==> config.mk <==
export PLATFORM = sky130hd
export DESIGN_NAME = uart_rx
export DESIGN_NICKNAME = d
export VERILOG_FILES = /design/src/rtl/uart_rx.sv
export SDC_FILE = /design/constraint.sdc
export NUM_CORES = 1
export LEC_CHECK = 0
export ABC_AREA = 1
export CORE_MARGIN = 2
export CORE_UTILIZATION = 61
export DETAILED_ROUTE_END_ITERATION = 8
export PLACE_DENSITY = 0.85
export RECOVER_POWER = 100
export SLEW_MARGIN = 10
export SYNTH_ARGS = -nofsm -noshare
export SYNTH_HDL_FRONTEND = slang
export SYNTH_SLANG_ARGS = --single-unit
==> constraint.sdc <==
create_clock -name clk -period 2.5 [get_ports clk]
set_input_delay 0.25 -clock clk [delete_from_list [all_inputs] [get_ports clk]]
set_output_delay 0.25 -clock clk [all_outputs]
set_load 0.01 [all_outputs]
==> src/rtl/uart_rx.sv <==
// 8N1 UART receiver: 2-flop synchronized rx, mid-bit sampling, held byte with valid/ack handshake.
// Latency: rx_valid rises 2 + DIV/2 + 9*DIV + 1 cycles after the rx falling edge; a byte completing while unread is dropped and flagged on overrun.
module uart_rx #(
    parameter int DIV = 434
) (
    input  logic       clk,
    input  logic       rst_n,
    input  logic       rx,
    input  logic       rx_ack,
    output logic [7:0] rx_data,
    output logic       rx_valid,
    output logic       frame_err,
    output logic       overrun,
    output logic       busy
);

    localparam int CW = $clog2(DIV);
    localparam logic [CW-1:0] HALF_M1 = CW'(DIV / 2 - 1);
    localparam logic [CW-1:0] FULL_M1 = CW'(DIV - 1);

    typedef enum logic [1:0] {IDLE, START, DATA, STOP} state_t;

    state_t        state, state_nxt;
    logic [CW-1:0] cnt, cnt_nxt;
    logic [2:0]    bit_idx, bit_idx_nxt;
    logic [7:0]    shreg, shreg_nxt;
    logic          rx_meta, rx_sync, rx_prev;
    logic          fall, byte_done, stop_bad;

    // Synchronizer idles high so reset release on an idle line never looks like a start edge.
    always_ff @(posedge clk or negedge rst_n) begin
        if (!rst_n) begin
            rx_meta <= 1'b1;
            rx_sync <= 1'b1;
            rx_prev <= 1'b1;
        end else begin
            rx_meta <= rx;
            rx_sync <= rx_meta;
            rx_prev <= rx_sync;
        end
    end

    assign fall = !rx_sync && rx_prev;

    always_ff @(posedge clk or negedge rst_n) begin
        if (!rst_n) begin
            state   <= IDLE;
            cnt     <= '0;
            bit_idx <= '0;
            shreg   <= '0;
        end else begin
            state   <= state_nxt;
            cnt     <= cnt_nxt;
            bit_idx <= bit_idx_nxt;
            shreg   <= shreg_nxt;
        end
    end

    always_comb begin
        state_nxt   = state;
        cnt_nxt     = cnt;
        bit_idx_nxt = bit_idx;
        shreg_nxt   = shreg;
        byte_done   = 1'b0;
        stop_bad    = 1'b0;
        case (state)
            IDLE: begin
                if (fall) begin
                    state_nxt = START;
                    cnt_nxt   = '0;
                end
            end
            START: begin
                if (cnt == HALF_M1) begin
                    if (rx_sync) begin
                        state_nxt = IDLE;
                    end else begin
                        state_nxt   = DATA;
                        cnt_nxt     = '0;
                        bit_idx_nxt = '0;
                    end
                end else begin
                    cnt_nxt = cnt + CW'(1);
                end
            end
            DATA: begin
                if (cnt == FULL_M1) begin
                    cnt_nxt     = '0;
                    shreg_nxt   = {rx_sync, shreg[7:1]};
                    bit_idx_nxt = bit_idx + 3'd1;
                    if (bit_idx == 3'd7) begin
                        state_nxt = STOP;
                    end
                end else begin
                    cnt_nxt = cnt + CW'(1);
                end
            end
            STOP: begin
                if (cnt == FULL_M1) begin
                    state_nxt = IDLE;
                    if (rx_sync) begin
                        byte_done = 1'b1;
                    end else begin
                        stop_bad = 1'b1;
                    end
                end else begin
                    cnt_nxt = cnt + CW'(1);
                end
            end
            default: state_nxt = IDLE;
        endcase
    end

    // An ack in the completion cycle frees the holding register for the new byte.
    always_ff @(posedge clk or negedge rst_n) begin
        if (!rst_n) begin
            rx_data   <= 8'h00;
            rx_valid  <= 1'b0;
            overrun   <= 1'b0;
            frame_err <= 1'b0;
        end else begin
            frame_err <= stop_bad;
            if (byte_done) begin
                if (!rx_valid || rx_ack) begin
                    rx_data  <= shreg;
                    rx_valid <= 1'b1;
                    overrun  <= 1'b0;
                end else begin
                    overrun <= 1'b1;
                end
            end else if (rx_ack && rx_valid) begin
                rx_valid <= 1'b0;
                overrun  <= 1'b0;
            end
        end
    end

    assign busy = (state != IDLE);

endmodule

* Word-level counts from Yosys, hierarchy flattened
Index checks and enable logic that the tools add are counted.
** Cells by class
- Add/sub/neg operators :: 2
- Equal/unequal tests :: 15
- Mux-type cells :: 28
- Reduce and logical (&&, ||, !) cells :: 15
** Operators by type and width (count)
- two-way mux 9 bit :: 5
- case mux 9 bit (4 select lines) :: 1
- inequality test 2 bit, second input constant :: 7
- two-way mux 2 bit :: 6
- two-way mux 1 bit :: 11
- adder 9 x 1 -> 9 bit, second input constant :: 1
- equality test 9 x 8 -> 1 bit, second input constant :: 1
- equality test 9 bit, second input constant :: 1
- two-way mux 3 bit :: 3
- case mux 2 bit (4 select lines) :: 1
- case mux 3 bit (2 select lines) :: 1
- AND reduction 2 bit :: 3
- nonzero test 2 bit :: 3
- AND reduction 5 bit :: 1
- equality test 2 bit, second input constant :: 2
- AND reduction 4 bit :: 1
- adder 3 x 1 -> 3 bit, second input constant :: 1
- equality test 3 bit, second input constant :: 1
- inequality test 3 bit, second input constant :: 1
- AND reduction 3 bit :: 1
- equality test 2 x 1 -> 1 bit, second input constant :: 1
- logical AND 1 bit :: 2
- logical NOT 1 bit :: 2
- logical NOT 2 bit :: 1
- other kinds (2) :: 2
** Word-level totals
- Flip-flop bits (word level) :: 36
- Input bits :: 4
- Output and inout bits :: 12
- Logic and storage cells :: 71

* Longest topological paths before layout
Gate-level depths: netlist of run 1.
- Depth in word-level cells :: 5
- Gate-level depth with buffers :: 11
- Depth with buffers taken out :: 11

* Least setup slack after synthesis of run 1
Ideal clock, no wire load.
- Path kind :: reg-to-reg
- Start point :: register cnt[1]
- End point :: register rx_data[6]
- Library setup time :: 0.117 ns
- Data arrival time :: 1.346 ns
- Required time :: 2.383 ns
- Setup slack :: 1.037 ns
- Cell stages (with the launch flop) :: 11
- Buffers on the path :: 1
- Period minus slack after synthesis :: 1.463 ns
- Cells stage by stage :: dfrtp_1 -> inv_1 -> ha_1 -> nand2_1 -> nor2_4 -> nand3_4 -> nor2_4 -> nand2_4 -> buf_6 -> nand2_2 -> o21ai_2
** Between the ends
- Longest elaborated chain between the ends :: 4
** RTL lines
- start: declaration :: line 24 : logic [CW-1:0] cnt, cnt_nxt;
- start signal: assignment :: line 53 : cnt <= cnt_nxt;
- equality test 9 bit :: line 99 : if (cnt == FULL_M1) begin
- two-way mux 1 bit :: line 99
- two-way mux 1 bit :: line 66 : case (state)
- AND reduction 2 bit (no line)
- end signal: assignment :: line 125 : rx_data <= shreg;
- end: declaration :: line 10 : output logic [7:0] rx_data,
Every way passes these cells.
A chain may end at the register's enable or synchronous reset.

* Worst setup path in the final report of run 1
- Start point :: register state[0]
- End point :: output busy
** Between the ends
- Longest elaborated chain between the ends :: 1
** RTL lines
- start: declaration :: line 23 : state_t state, state_nxt;
- start signal: assignment :: line 52 : state <= state_nxt;
- nonzero test 2 bit :: line 138 : assign busy = (state != IDLE);
- end: declaration :: line 14 : output logic busy
Every way passes these cells.

==> flow_summary.json, run 1 <==
{
  "vias_per_cell": 5.11,
  "synth.largest_area_cell": "dfrtp_1",
  "die_h_um": 60.0,
  "reg2reg_setup_slack_ns": 0.50,
  "htree_num_levels": 2,
  "starting_density_of_the_core_pct": 63.3,
  "critPathTopFamily": "buffers and inverters",
  "grt_remaining_overflow": 0,
  "worstReg2RegEnd": "rx_data[6]",
  "drt_drc_violations_left": 0,
  "worstMarginPinSlew_ns": 0.514,
  "crit_buf_inv": 2,
  "gpl.final_weighted_congestion": 0.891,
  "number_of_slew_limit_violations_in_the_final_report": 0,
  "crit_chain": "nor2_1 > inv_1 > dlygate4sd3_1",
  "power_frac_comb_pct": 30.7,
  "critical-path-slowest-cell": "dlygate4sd3_1",
  "drt_wl_cell_um": 11.0,
  "p_sw_share_pct": 38.7,
  "worstSkewPairLatency_ns": 0.33,
  "timing.rr.start": "cnt[0]",
  "antenna_violations_before_repair": 0,
  "period_needed_ns": 2.14,
  "preCtsSetupSlack_ns": 0.860,
  "final_net_count": 270,
  "vdd.ir_drop.worst_mv": 0.670,
  "setup_total_negative_slack_ns": 0,
  "p_int_mw": 0.870,
  "fillerInstances": 271,
  "ant_nets": 0,
  "fin_hold_ws_ns": 0.370,
  "mappedNetlistArea_um2": 1920,
  "synth.net_count": 250,
  "die-area_um2": 3600,
  "worstSetupStartpointType": "register",
  "clkSinkCount": 36,
  "fmax_mhz": 468,
  "synth_cell_types": 24,
  "timing.setup.critical_path_class": "register to output port",
  "yosys_warnings": 0,
  "share_of_yosys_cell_area_claimed_by_the_top_area_cell_type_pct": 43.1,
  "endpoint_kind": "output port",
  "rsz_0062_raised_after_global_routing": "false",
  "avgSynthCellArea_um2": 7.95,
  "max_stage_delay_ns": 0.63,
  "die_x_um": 60.0,
  "timing.critical_path.arrival_ns": 1.89,
  "outcome": "finished, final reports clean",
  "std_cell_rows": 20,
  "cts_buffers": 5,
  "io_buffer_count": 15,
  "cts_hold_buf": 0,
  "drt-pass1-iter-count": 4,
  "finalWirelength_mm": 3.37,
  "dp_hpwl_mm": 2.53,
  "worst_setup_hold_path_clk_slew_ns": 0.11,
  "grt_first_pass_wirelength_mm": 5.98,
  "grt_usage_pct": 22.4,
  "reg2regPathDepth": 7,
  "ys_top_cells_by_area": "dfrtp_1, nand2_1, nand3_1",
  "cts_max_path_buffers": 2,
  "area_growth_pct": 9.54,
  "worst-path-max-fanout": 7,
  "pin_count": 16,
  "power.density_cell_area_nw_per_um2": 676,
  "grt_max_degree": 37,
  "core_region_area_um2": 3030,
  "antenna_cells": 0,
  "setup_ws_ns": 0.364,
  "timing.slew.headroom_pct": 65.6,
  "cp.required_ns": 2.25,
  "p_clk_share_pct": 21.4,
  "setup-violations-final": 0,
  "tritoncts": "yes",
  "synth.yosys.seq_area_share_pct": 47.2,
  "synth_cells": 241,
  "first_global_vias": 1404,
  "cap_violations": 0,
  "drt_iter0_drc": 70,
  "clk_root_buffer_cell": "clkbuf_4",
  "ys_seq_elements": 36,
  "holdCritPathClass": "input port to async pin",
  "postCtsResizedCells": 0,
  "postCtsSetupRepairBufs": 0,
  "pwr-share-seq_pct": 47.8,
  "net-switching-power_mw": 0.549,
  "finClkSkew_ns": 0.0131,
  "num_vias": 1565,
  "fraction_of_layout_cells_with_a_size_suffix_above_1_pct": 7.63,
  "power_leakage_nw": 1.10,
  "finalCritPeriodShare_pct": 85.4,
  "finalHoldViolCount": 0
}
cell families (layout without fill, tap and decap cells):
family,count (synthesis),after routing,share of synthesized area (%)
AO/OA/AOI/OAI,22,22,7.32
XOR/XNOR,2,2,0.915
adder cells (fa/ha/maj),5,5,3.27
flip-flops,36,36,47.2
buffers and inverters,35,56,7.84
AND/OR/NAND/NOR,141,141,33.4
metrics by stage:
step / instances / total power [mW] / area [um2] / util (%)
2_1_floorplan: 241 / 1.02 / 1920 / -
3_3_place_gp: 298 / 1.14 / 2100 / 69.4
3_5_place_dp: 298 / 1.15 / 2100 / 69.4
4_1_cts: 306 / 1.45 / 2160 / 71.2
5_1_grt: 306 / 1.54 / 2100 / 69.3
6_report: 306 / 1.42 / 2100 / 69.3
worst max path at each step:
stage	from	to	slack (ns)	cells past startpoint
6_report	state[0]	busy	0.36	3
5_1_grt	state[0]	busy	0.20	3
4_1_cts	state[0]	busy	0.47	3
3_5_place_dp	state[0]	busy	0.86	3
3_3_place_gp	cnt[0]	cnt[7]	0.88	9
2_1_floorplan	cnt[1]	rx_data[6]	1.04	10
Yosys cell counts, drive strengths merged:
library cell / instances
xor2: 1
nand2: 89
nand3b: 2
a21oi: 2
ha: 5
nand3: 25
clkinv: 2
nand4: 2
dfstp: 3
inv: 30
nor2: 23
buf: 3
o21ai: 20
xnor2: 1
dfrtp: 33
placed cells by master, fill, tap and decap left out, drive strengths merged:
| cell type | count |
|---|---|
| dfrtp | 33 |
| clkbuf | 5 |
| nand3b | 2 |
| xor2 | 1 |
| nand3 | 25 |
| nor2 | 23 |
| nand2 | 89 |
| clkdlybuf4s50 | 1 |
| a21oi | 2 |
| xnor2 | 1 |
| clkinv | 5 |
| ha | 5 |
| o21ai | 20 |
| inv | 30 |
| nand4 | 2 |
| dlygate4sd3 | 14 |
| dfstp | 3 |
| buf | 1 |
area by class of cell:
type                       instances  area [um2]  share of cell area (%)
multi-input combinational        170         802                    38.2
inverter                          32         123                    5.84
sequential                        36         905                    43.1
tap                               44        55.1                    2.62
timing repair buffer              16         158                    7.51
clock inverter                     3        18.8                   0.894
clock buffer                       5        37.5                    1.79
power groups by stage:
| stage | logic [mW] | registers (mW) | clock network, mW |
|---|---|---|---|
| 6_report | 0.436 | 0.679 | 0.304 |
| 5_1_grt | 0.510 | 0.686 | 0.345 |
| 4_1_cts | 0.463 | 0.678 | 0.314 |
| 3_5_place_dp | 0.461 | 0.690 | 0 |
| 3_3_place_gp | 0.453 | 0.687 | 0 |
| 2_1_floorplan | 0.342 | 0.680 | 0 |
per-layer routing:
metal / global-route usage, % / vias up / routed length [um]
met4: 7.94 / 0 / 22
met5: 0 / - / 0
li1: - / 794 / -
met2: 31.5 / 46 / 1540
met1: 31.9 / 721 / 1600
met3: 8.01 / 4 / 214
registers in the layout, summed over array words and instances (netlist names), named ones only:
| name | count |
|---|---|
| rx_prev | 1 |
| state | 1 |
| overrun | 1 |
| frame_err | 1 |
| rx_sync | 1 |
| rx_meta | 1 |
| shreg | 8 |
| rx_data | 8 |
| cnt | 9 |
| bit_idx | 3 |
| rx_valid | 1 |
worst register-to-register path, cell delays in order (launching register included):
cell     delay, ns
dfrtp_1       0.49
ha_1          0.20
nand2_1       0.05
nor2_1        0.24
nand3_4       0.11
nor2_1        0.20
nand2_1       0.34
o21ai_0       0.27
Power figures use the tool's default switching activity.
==> run 2: changes to the inputs <==
--- a/config.mk
+++ b/config.mk
@@ -6,10 +6,13 @@
 export NUM_CORES = 1
 export LEC_CHECK = 0
 export ABC_AREA = 1
+export CELL_PAD_IN_SITES_DETAIL_PLACEMENT = 0
+export CELL_PAD_IN_SITES_GLOBAL_PLACEMENT = 1
 export CORE_MARGIN = 2
-export CORE_UTILIZATION = 61
+export CORE_UTILIZATION = 46
 export DETAILED_ROUTE_END_ITERATION = 8
-export PLACE_DENSITY = 0.85
+export GPL_ROUTABILITY_DRIVEN = 0
+export PLACE_DENSITY = 0.86
 export RECOVER_POWER = 100
 export SLEW_MARGIN = 10
 export SYNTH_ARGS = -nofsm -noshare
==> flow_summary.json, run 2 (synthesized netlist as in run 1, its figures left out) <==
{
  "core_region_area_um2": 4000,
  "placedInstanceArea_um2": 2100,
  "stdcell_area_um2": 2150,
  "period_needed_ns": 2.17,
  "power.density_cell_area_nw_per_um2": 759,
  "postCtsResizedCells": 0,
  "setup-violations-final": 0,
  "endpoint_kind": "output port",
  "first_global_vias": 1352,
  "top_library_cells_by_usage_in_the_layout_fill_and_taps_aside": "nand2_1, dfrtp_1, inv_1, nand3_1, nor2_1",
  "timing.hold.worst_endpoint": "rx_sync",
  "reg2reg_setup_slack_ns": 0.51,
  "die_h_um": 68.5,
  "cts_buffers": 5,
  "holdCritPathClass": "register to register",
  "grt_max_degree": 37,
  "crit_chain": "nor2_1 > inv_1 > dlygate4sd3_1",
  "fraction_of_layout_cells_with_a_size_suffix_above_1_pct": 7.28,
  "clk_root_buffer_cell": "clkbuf_8",
  "number_of_slew_limit_violations_in_the_final_report": 37,
  "finalHoldViolCount": 0,
  "timing.rr.start": "cnt[1]",
  "final_net_count": 269,
  "largest_registers": "cnt x9, rx_data x8, shreg x8",
  "hold_path_startpoint": "rx_meta",
  "finalCritPeriodShare_pct": 87.0,
  "tritoncts": "yes",
  "violations_in_the_final_reports": "capacitance limit, slew limit",
  "crit_buf_inv": 2,
  "grt_usage_pct": 17.2,
  "area_growth_pct": 12.3,
  "worstMarginPinSlew_ns": 1.90,
  "timing.slew.headroom_pct": -26.6,
  "reg2regPathDepth": 9,
  "grt_first_pass_wirelength_mm": 5.98,
  "die_x_um": 68.5,
  "vias_per_cell": 4.83,
  "timing.critical_path.arrival_ns": 1.92,
  "pin_count": 16,
  "std_cell_rows": 23,
  "dp_hpwl_mm": 2.57,
  "worstReg2RegEnd": "cnt[1]",
  "hold_depth": 0,
  "clkSinkCount": 36,
  "postCtsSetupRepairBufs": 0,
  "critical-path-slowest-cell": "dlygate4sd3_1",
  "top_register": "cnt",
  "cts_hold_buf": 0,
  "antenna_cells": 0,
  "setup_total_negative_slack_ns": 0,
  "drt-pass1-iter-count": 4,
  "outcome": "finished with violations",
  "fmax_mhz": 460,
  "largest_register_ff_count": 9,
  "grt_remaining_overflow": 0,
  "worst-path-max-fanout": 7,
  "starting_density_of_the_core_pct": 47.9,
  "timing.setup.critical_path_class": "register to output port",
  "drt_drc_violations_left": 0,
  "num_vias": 1503,
  "finClkSkew_ns": 0.00663,
  "critical_path_cell_count": 3,
  "die-area_um2": 4700,
  "drt_iter0_drc": 55,
  "worstSkewPairLatency_ns": 0.29,
  "fillerInstances": 409,
  "worstSetupStartpointType": "register",
  "ant_nets": 0,
  "cap_violations": 1,
  "cts_max_path_buffers": 2,
  "vdd.ir_drop.worst_mv": 0.437,
  "rsz_0062_raised_after_global_routing": "false",
  "htree_num_levels": 2,
  "cp.required_ns": 2.25,
  "io_buffer_count": 15,
  "antenna_violations_before_repair": 0,
  "power_leakage_nw": 1.12,
  "drt_wl_cell_um": 11.6,
  "finalWirelength_mm": 3.61,
  "worst_setup_hold_path_clk_slew_ns": 0.07,
  "critPathTopFamily": "buffers and inverters",
  "most_common_cell_after_layout_fill_and_taps_aside": "nand2_1",
  "max_stage_delay_ns": 0.63
}
[run 2: area by class of cell]
cell class	instances	area (um2)	share of cell area, %
flip-flops and latches	36	905	42.0
multi-input cells	170	807	37.5
repair buffers	15	144	6.69
inverters	32	123	5.70
clock buffers	5	68.8	3.20
well taps	50	62.6	2.91
clock inverters	3	42.5	1.98
[run 2: worst max-delay path by stage]
stage	startpoint	to	slack (ns)
floorplan	cnt[1]	rx_data[6]	1.04
global placement	state[0]	busy	0.76
detailed placement	state[0]	busy	0.75
CTS	state[0]	busy	0.43
global route	state[0]	busy	0.24
finish	state[0]	busy	0.33
[run 2: power breakdown]
part	total (mW)	switching (mW)	internal, mW	leakage, nW
clock network	0.510	0.215	0.295	0.0541
logic	0.444	0.308	0.136	0.575
registers	0.680	0.0553	0.624	0.486
total	1.63	0.578	1.06	1.12
[run 2: per-stage QoR]
step | std cells | util [%] | power, mW | hold slack [ns] | worst slack, ns
floorplan | 241 | - | 1.02 | -0.0456 | 1.04
global placement | 303 | 52.4 | 1.16 | 0.346 | 0.755
detailed placement | 303 | 52.4 | 1.16 | 0.347 | 0.750
CTS | 311 | 55.2 | 1.68 | 0.0707 | 0.427
global route | 311 | 53.8 | 1.74 | 0.367 | 0.236
finish | 311 | 53.8 | 1.63 | 0.362 | 0.325
[run 2: layer usage]
metal	track usage, %	routed length, um	vias to the layer above
met3	4.38	94	5
met2	26.1	1590	18
met1	24.2	1870	685
met4	5.25	51	0
li1	-	-	795
met5	0	0	-
==> run 3: changes to the inputs <==
--- a/config.mk
+++ b/config.mk
@@ -8,7 +8,7 @@
 export ABC_AREA = 1
 export CELL_PAD_IN_SITES_DETAIL_PLACEMENT = 0
 export CELL_PAD_IN_SITES_GLOBAL_PLACEMENT = 1
-export CORE_MARGIN = 2
+export CORE_MARGIN = 4
 export CORE_UTILIZATION = 46
 export DETAILED_ROUTE_END_ITERATION = 8
 export GPL_ROUTABILITY_DRIVEN = 0
==> flow_summary.json, run 3 (synthesized netlist as in run 1, its figures left out) <==
{
  "power.density_cell_area_nw_per_um2": 756,
  "holdCritPathClass": "register to register",
  "setup_total_negative_slack_ns": 0,
  "grt_usage_pct": 15.9,
  "fmax_mhz": 457,
  "starting_density_of_the_core_pct": 47.9,
  "largest_registers": "cnt x9, rx_data x8, shreg x8",
  "final_net_count": 269,
  "multi_input_comb_area_um2": 807,
  "fillerInstances": 400,
  "drt-pass1-iter-count": 4,
  "io_buffer_count": 15,
  "clk_root_buffer_cell": "clkbuf_8",
  "number_of_slew_limit_violations_in_the_final_report": 37,
  "cts_hold_buf": 0,
  "violations_in_the_final_reports": "capacitance limit, slew limit",
  "vdd.ir_drop.worst_mv": 0.408,
  "clkSinkCount": 36,
  "worstSetupStartpointType": "register",
  "antenna_cells": 0,
  "outcome": "finished with violations",
  "num_vias": 1503,
  "postCtsSetupRepairBufs": 0,
  "most_common_cell_after_layout_fill_and_taps_aside": "nand2_1",
  "fin_cells": 311,
  "die-area_um2": 5260,
  "die_x_um": 72.5,
  "placed_cells": 303,
  "drt_iter0_drc": 63,
  "tritoncts": "yes",
  "cap_violations": 1,
  "std_cell_rows": 23,
  "finalWirelength_mm": 3.60,
  "p_clk_share_pct": 31.1,
  "top_register": "cnt",
  "antenna_violations_before_repair": 0,
  "timing.slew.headroom_pct": -26.5,
  "fraction_of_layout_cells_with_a_size_suffix_above_1_pct": 7.28,
  "top_library_cells_by_usage_in_the_layout_fill_and_taps_aside": "nand2_1, dfrtp_1, inv_1, nand3_1, nor2_1",
  "setup-violations-final": 0,
  "seq_area_um2": 905,
  "worstSkewPairLatency_ns": 0.29,
  "power_frac_comb_pct": 27.1,
  "timing.critical_path.arrival_ns": 1.94,
  "cts_max_path_buffers": 2,
  "drt_drc_violations_left": 0,
  "grt_remaining_overflow": 0,
  "rsz_0062_raised_after_global_routing": "false",
  "power_leakage_nw": 1.11,
  "worstReg2RegEnd": "cnt[1]",
  "worstMarginPinSlew_ns": 1.90,
  "p_int_mw": 1.06,
  "timing.rr.start": "cnt[1]",
  "die_h_um": 72.5,
  "cp.required_ns": 2.25,
  "postCtsResizedCells": 0,
  "worst_setup_hold_path_clk_slew_ns": 0.07,
  "pin_count": 16,
  "period_needed_ns": 2.19,
  "pwr-share-seq_pct": 41.7,
  "finalCritPeriodShare_pct": 87.6,
  "critPathLaunch": "state[0]",
  "timing.setup.critical_path_class": "register to output port",
  "grt_first_pass_wirelength_mm": 6.36,
  "area_growth_pct": 12.3,
  "reg2reg_setup_slack_ns": 0.54,
  "htree_num_levels": 2,
  "p_sw_share_pct": 35.1,
  "cts_buffers": 5,
  "finalHoldViolCount": 0,
  "dp_hpwl_mm": 2.60,
  "worst-path-max-fanout": 7,
  "first_global_vias": 1407,
  "drt_wl_cell_um": 11.6,
  "vias_per_cell": 4.83,
  "largest_register_ff_count": 9,
  "reg2regPathDepth": 9,
  "ant_nets": 0,
  "endpoint_kind": "output port",
  "core_region_area_um2": 4000,
  "grt_max_degree": 37,
  "endpoint": "busy",
  "net-switching-power_mw": 0.572,
  "finClkSkew_ns": 0.00707
}
==> run 3: cell counts in the layout (fill, tap and decap cells not counted) <==
No cell type changed its count.
==> run 3: power by group through the flow <==
stage	sequential [mW]	combinational, mW	clock (mW)
after global routing	0.688	0.511	0.549
after global placement	0.687	0.473	0
after floorplan	0.680	0.342	0
final	0.679	0.441	0.507
after CTS	0.679	0.475	0.525
after detailed placement	0.690	0.473	0
==> run 3: worst min-delay path by stage <==
stage,startpoint,to,slack [ns],cells after the start
finish,rx_meta,rx_sync,0.36,0
global route,rx_meta,rx_sync,0.37,0
CTS,rst_n,async pin,0.07,1
detailed placement,rx_meta,rx_sync,0.35,0
global placement,rx_meta,rx_sync,0.35,0
floorplan,rst_n,async pin,-0.05,0
==> run 3: per-stage QoR <==
step | power (mW) | hold slack (ns) | setup WS, ns | area (um2) | util (%)
4_1_cts | 1.68 | 0.0651 | 0.410 | 2210 | 55.2
5_1_grt | 1.75 | 0.373 | 0.160 | 2150 | 53.8
3_3_place_gp | 1.16 | 0.346 | 0.776 | 2100 | 52.4
2_1_floorplan | 1.02 | -0.0456 | 1.04 | 1920 | -
3_5_place_dp | 1.16 | 0.347 | 0.746 | 2100 | 52.4
6_report | 1.63 | 0.363 | 0.310 | 2150 | 53.8
==> run 3: layer usage <==
layer	vias to the layer above	wire [um]	track usage (%)	share of wire, %
met1	677	1790	20.9	50
met2	26	1590	23.9	44
met5	-	0	0	0
li1	796	-	-	-
met3	4	158	4.57	4.4
met4	0	70	7.58	1.9
==> run 3: area by class of cell <==
class,count,area share [%]
multi-input combinational,170,37.5
clock buffer,5,3.20
inverter,32,5.70
tap,50,2.91
sequential,36,42.0
clock inverter,3,1.98
timing repair buffer,15,6.69
==> run 3: worst max-delay path: stages, from the launching register on <==
cell and delay [ns]:
dfrtp_1 0.47, nor2_1 0.39, inv_1 0.16, dlygate4sd3_1 0.63
